## config.mk

```make
export PLATFORM = sky130hd
export DESIGN_NAME = rr_encoder_8_to_3
export DESIGN_NICKNAME = d
export VERILOG_FILES = /design/src/rtl/rr_encoder_8_to_3.sv
export SDC_FILE = /design/constraint.sdc
export NUM_CORES = 1
export LEC_CHECK = 0
export BUFFER_PORTS_ARGS = -buffer_cell sky130_fd_sc_hd__buf_2
export CAP_MARGIN = 20
export CORE_UTILIZATION = 25
export CTS_CLUSTER_DIAMETER = 50
export DETAILED_ROUTE_END_ITERATION = 12
export PLACE_DENSITY = 0.4
export REMOVE_ABC_BUFFERS = 1
export SYNTH_ARGS = -nofsm -noshare
export SYNTH_HDL_FRONTEND = slang
export SYNTH_SLANG_ARGS = --single-unit
```

## constraint.sdc

```tcl
create_clock -name clk -period 3.28 [get_ports clk]
set_input_delay 0.656 -clock clk [delete_from_list [all_inputs] [get_ports clk]]
set_output_delay 0.656 -clock clk [all_outputs]
set_load 0.02 [all_outputs]
```

## src/rtl/rr_encoder_8_to_3.sv

```systemverilog
// rtl/rr_encoder_8_to_3.sv - round-robin 8-to-3 encoder with pending capture and valid/ready output
// Optional macro RR_ENCODER_FIXED_PRIORITY_EN: lowest pending line always wins, no rotation pointer.
module rr_encoder_8_to_3 #(
  parameter int N = 8,
  parameter int W = $clog2(N)
) (
  input  logic         clk,
  input  logic         rst_n,
  input  logic [N-1:0] req_i,
  input  logic         out_ready,
  input  logic         clr_ovf,
  output logic         out_valid,
  output logic [W-1:0] out_idx,
  output logic [N-1:0] out_onehot,
  output logic [N-1:0] pending,
  output logic         overflow
);

  typedef enum logic {IDLE = 1'b0, HOLD = 1'b1} state_t;

  state_t       state, state_n;
  logic [W-1:0] sel;
  logic [W-1:0] idx_n;
  logic [N-1:0] onehot_n;
  logic [N-1:0] clear_mask;
  logic [N-1:0] pending_n;
  logic         overflow_n;
  logic         free;

`ifndef RR_ENCODER_FIXED_PRIORITY_EN
  logic [W-1:0] ptr, ptr_n;
  logic [W-1:0] cand;
`endif

  assign out_valid = (state == HOLD);
  assign free      = (state == IDLE) || out_ready;

  // Descending scan so the candidate closest to the start point is assigned last and wins.
  always_comb begin
    sel = '0;
`ifdef RR_ENCODER_FIXED_PRIORITY_EN
    for (int i = N - 1; i >= 0; i--) begin
      if (pending[i]) sel = W'(i);
    end
`else
    cand = '0;
    for (int i = N - 1; i >= 0; i--) begin
      cand = ptr + W'(i);
      if (pending[cand]) sel = cand;
    end
`endif
  end

  always_comb begin
    state_n    = state;
    idx_n      = out_idx;
    onehot_n   = out_onehot;
    clear_mask = '0;
`ifndef RR_ENCODER_FIXED_PRIORITY_EN
    ptr_n      = ptr;
`endif
    if (free) begin
      if (|pending) begin
        state_n    = HOLD;
        idx_n      = sel;
        onehot_n   = {{(N-1){1'b0}}, 1'b1} << sel;
        clear_mask = onehot_n;
`ifndef RR_ENCODER_FIXED_PRIORITY_EN
        ptr_n      = sel + W'(1);
`endif
      end else begin
        state_n  = IDLE;
        onehot_n = '0;
      end
    end
    pending_n  = (pending & ~clear_mask) | req_i;
    // A request landing on a still-pending line that is not being granted is merged and lost.
    overflow_n = (|(req_i & pending & ~clear_mask)) | (overflow & ~clr_ovf);
  end

  always_ff @(posedge clk or negedge rst_n) begin
    if (!rst_n) begin
      state      <= IDLE;
      out_idx    <= '0;
      out_onehot <= '0;
      pending    <= '0;
      overflow   <= 1'b0;
`ifndef RR_ENCODER_FIXED_PRIORITY_EN
      ptr        <= '0;
`endif
    end else begin
      state      <= state_n;
      out_idx    <= idx_n;
      out_onehot <= onehot_n;
      pending    <= pending_n;
      overflow   <= overflow_n;
`ifndef RR_ENCODER_FIXED_PRIORITY_EN
      ptr        <= ptr_n;
`endif
    end
  end

endmodule

```

# Word-level counts from Yosys, hierarchy flattened
# Cells that the tools add are included.
[word_totals]
reg_bits = 24
in_bits = 12
out_inout_bits = 21
word_cells = 63
[classes]
addsub = 8
n_lt_le_gt_ge = 8
shift = 1
mux = 27
n_bitwise = 9
reduce_logical = 4
[op_table]
columns = ["operator", "count"]
rows = [
  ["$lt 3x4->1 const B", 8],
  ["$and 8x8->8", 3],
  ["$bmux 1 s3", 8],
  ["$mux 3", 8],
  ["$mux 8", 2],
  ["$reduce_or 8->1", 2],
  ["$add 3x3->3 const B", 4],
  ["$mux 1", 9],
  ["$not 8->8", 1],
  ["$or 8x8->8", 1],
  ["$shl 1x3->8 const A", 1],
  ["$add 3x1->3 const B", 2],
  ["$add 3x2->3 const B", 2],
  ["$not 1->1", 2],
  ["$reduce_and 2->1", 1],
  ["$and 1x1->1", 1],
  ["$logic_or 1x1->1", 1],
  ["$or 1x1->1", 1],
]

# Longest topological paths before layout
[depth]
word_depth = 18
depth_mapped = 19
depth_no_buf = 16

# Worst setup path after synthesis
# No wires, ideal clock.
[synth_path]
path_kind = "register to register"
startpoint = "register ptr[1]"
endpoint = "register overflow"
setup_time_ns = 0.133
arrival_time_ns = 3.373
t_required_ns = 3.147
path_slack_ns = -0.227
path_stages_with_launch = 20
n_path_buf = 3
synth_period_minus_slack_ns = 3.507
path_cell_list = "dfrtp_1 > buf_2 > buf_4 > inv_1 > ha_1 > buf_2 > mux2_2 > mux2i_1 > a221o_1 > and2_4 > o21ai_1 > a31oi_2 > nor2_2 > nor2_1 > ha_1 > nand2_1 > a32oi_1 > o21ai_0 > a21oi_1 > nand3_1"
[synth_between]
elab_chain_cells = 18
elab_cells_between_ends = 38
cone_classes = "7 x add/sub; 1 x shift; 26 x mux; 3 x bitwise; 1 x reduce/logical"
[synth_rtl]
columns = ["item", "line", "text"]
rows = [
  ["start: declaration", "31", "logic [W-1:0] ptr, ptr_n;"],
  ["start signal: assignment", "98", "ptr <= ptr_n;"],
  ["$add 3x3->3", "48", "cand = ptr + W'(i);"],
  ["$bmux 1 s3", "49", "if (pending[cand]) sel = cand;"],
  ["$mux 1 (not written as such)", "49", ""],
  ["$mux 3 (7 in series)", "49", ""],
  ["$mux 3 *", "49", ""],
  ["$shl 1x3->8 *", "66", "onehot_n = {{(N-1){1'b0}}, 1'b1} << sel;"],
  ["$mux 8 *", "63", "if (|pending) begin"],
  ["$mux 8 *", "62", "if (free) begin"],
  ["$not 8->8 *", "78", "overflow_n = (|(req_i & pending & ~clear_mask)) | (overflow & ~clr_ovf);"],
  ["$and 8x8->8 *", "78", ""],
  ["$reduce_or 8->1 *", "78", ""],
  ["$or 1x1->1 *", "78", ""],
  ["named net overflow_n", "27", "logic overflow_n;"],
  ["end signal: assignment", "96", "overflow <= overflow_n;"],
  ["end: declaration", "16", "output logic overflow"],
]
# Mark *: on every way through the listed nets, which the timed path passes. The rest lies on a longest branch. The select of a mux whose other input is x is not followed.
# A chain may end at the register's enable or synchronous reset.

# Worst setup path in the final report
# Ends and elaborated chain as after synthesis.

==> results.yml <==
drt:
  avgViaCountPerCell: 5.13
  drc: 0
  via_count: 1857
  wl_per_cell_um: 17.0
  antenna_left: 0
  drtPass1Iterations: 5
  first_iter_violations: 64
  wl_um: 6170
floorplanning:
  die_h_um: 91.0
  die_area_um2: 8290
  start_util_pct: 25.8
  coreArea_um2: 7690
  die_w_um: 91.0
  io_pins: 33
  placementRows: 32
timing:
  hold_violations: 0
  finalCritPeriodShare_pct: 94.2
  slew_headroom_pct: 61.8
  finalSetupViolCount: 0
  skew_ns: 0.00676
  tightest_slew_ns: 0.572
  min_period_ns: 3.09
  hold-worst-slack_ns: 0.363
  fmax_mhz: 323
  slew_viol_final: 0
  fin_setup_tns_ns: 0
  layout_setup_ws_ns: 0.189
hold_path:
  hp-class: "in2async"
synth:
  yosysWarnings: 0
  synthesis.area_um2: 1980
  avgSynthCellArea_um2: 9.57
  async_flop_share_pct: 100
  synth_ff_type: "dfrtp_1"
  netlist_instances: 207
  synth_edf_count: 0
  yosysTopAreaCell: "dfrtp_1"
  ys_types: 54
  ys_seq_area_share_pct: 30.3
  synth.top_cell.area_share_pct: 30.3
  synthTopCellsByArea: "dfrtp_1 30%, mux4_2 9.1%, mux2i_1 7.1%"
  ys_ff_latch: 24
clock_tree:
  ctsRootBufferMaster: "clkbuf_8"
  cts_tree: "built"
  path_clk_slew_ns: 0.09
  cts_buffer_depth: 2
  cts-htree-levels: 1
  clock_sinks: 24
  cts_buffers: 3
  insertion_delay_ns: 0.27
setup_path:
  max_stage_delay_ns: 0.38
  crit_path_start_kind: "register"
  path_buf_inv: 1
  required_ns: 3.43
  cp.arrival_ns: 3.24
  crit_fanout: 9
  end_kind: "register"
  crit_path_frequent_cell: "nor2_2"
  critPathSlowestCell: "dfrtp_1"
  crit_family: "compound AO/OA/AOI/OAI gates"
  path_cells: "inv_1, ha_4, mux2_2, mux2i_1, a221o_1, and2_4, a211oi_2, a211o_4, nor2_2, nor2_2, ha_1, nand2_1, a32oi_1, o21ai_1, a21oi_1, nand3_1"
  critical_path_class: "reg2reg"
  rrSetupSlack_ns: 0.19
pwr:
  power_density_nw_per_um2: 1180
  p_leak_nw: 1.06
  total_power_mw: 2.98
  peakVddDrop_v: 0.000378
placement:
  place.gp.congestion: 0.821
  place_ws_ns: -0.0508
  portBuffers: 32
  dp_hpwl_um: 4840
grt:
  grt.overflow.total: 0
  grt_max_degree: 25
  track_usage_pct: 14.9
  grt_pass1_vias: 1760
  grt_pass1_wl_um: 9790
  antenna_found_initial: 0
final_layout:
  nets: 277
  area_growth_pct: 27.3
  register_area_um2: 601
  drive_gt1_share_pct: 35.8
  fill_cells: 818
  diodes: 0
  multiInputGateArea_um2: 1310
job:
  maxCapViolCount: 0
status:
  status: "finished, final reports clean"
[synth_stat cells, drive strengths merged (2+ instances only)]
cell type	instances
a21o	4
nor3	3
a211oi	4
a221oi	2
or4	2
nor2b	3
ha	4
a31oi	3
nand4	2
xnor2	3
a22oi	3
a2bb2oi	3
nand3	6
o2111ai	2
o21ai	25
buf	6
dfrtp	24
nand2	25
o211ai	2
a21oi	5
clkbuf	5
nor2	6
xor2	2
mux2i	15
mux2	3
mux4	8
o21bai	2
and2	4
inv	11
nand2b	7
[logic make-up (layout without fill, tap and decap cells)]
group	Yosys count	count (layout)	share of synthesized area (%)
AOI/OAI and AO/OA	66	66	23.5
DFF	24	24	30.3
xor gates and xnor gates	5	5	3.54
muxes	26	26	19.0
and+or+nand+nor	60	60	15.7
adders and majority gates	4	4	2.53
buffers and inverters	22	75	5.43
[power by group]
group | switching, mW | internal (mW) | leakage, nW | total (mW)
logic | 1.22 | 0.963 | 0.751 | 2.18
registers | 0.128 | 0.399 | 0.271 | 0.527
clock network | 0.104 | 0.163 | 0.0357 | 0.267
[placed cells by master (no fill, tap or decap), drive strengths merged, types with 2 or more instances in the layout]
cell | synthesis | routed
buf | 6 | 60
nand2 | 25 | 25
o21ai | 25 | 25
dfrtp | 24 | 24
mux2i | 15 | 15
inv | 11 | 11
mux4 | 8 | 8
nand2b | 7 | 7
nand3 | 6 | 6
nor2 | 6 | 6
a21oi | 5 | 5
a21o | 4 | 4
a211oi | 4 | 4
and2 | 4 | 4
ha | 4 | 4
nor2b | 3 | 3
mux2 | 3 | 3
a2bb2oi | 3 | 3
a22oi | 3 | 3
nor3 | 3 | 3
clkbuf | 5 | 3
xnor2 | 3 | 3
a31oi | 3 | 3
a221oi | 2 | 2
o2111ai | 2 | 2
nand4 | 2 | 2
or4 | 2 | 2
o21bai | 2 | 2
o211ai | 2 | 2
xor2 | 2 | 2
[layout make-up]
type                    count  area share, %
well taps                 102           5.06
clock inverters             1           1.19
flip-flops and latches     24           23.8
inverters                  11           1.64
repair buffers             60           14.8
multi-input cells         161           51.8
clock buffers               3           1.64
[what timing repair did]
action / CTS / global route
setup buffers: 0 / 4
gates resized for setup: 2 / 7
hold buffers: 0 / 0
setup endpoints to repair: 1 / 1
pin swaps: 0 / 5
[stage by stage]
stage / instance area (um^2) / util [%] / cells
after floorplan: 1920 / - / 196
after CTS: 2460 / 32.0 / 358
final: 2520 / 32.8 / 362
after detailed placement: 2380 / 31.0 / 354
after global routing: 2520 / 32.8 / 362
after global placement: 2380 / 31.0 / 354
[metal layers]
layer	GRT usage [%]	up-vias	part of all wire (%)
met5	0	-	0
met4	2.38	0	0.28
met3	1.34	2	3.0
met2	25.3	53	50
met1	20.9	924	46
li1	-	878	-
[state kept, by name, indices dropped and copies added, names as in the netlist]
signal and cells:
out_onehot 8, pending 8, out_idx 3, ptr 3, out_valid 1, overflow 1
[final timing paths]
check                                     startpoint                         to  depth (start not counted)
max                               ptr[1]$_DFFE_PN0P_         overflow$_DFF_PN0_                         16
min                                            rst_n       pending[1]$_DFF_PN0_                          1
max reg2reg                       ptr[1]$_DFFE_PN0P_         overflow$_DFF_PN0_                         16
min reg2reg                out_onehot[6]$_DFFE_PN0N_  out_onehot[6]$_DFFE_PN0N_                          1
max in group asynchronous                      rst_n         ptr[2]$_DFFE_PN0P_                          1
min in group clk           out_onehot[6]$_DFFE_PN0N_  out_onehot[6]$_DFFE_PN0N_                          1
No activity file was read; power rests on OpenSTA's default activity.
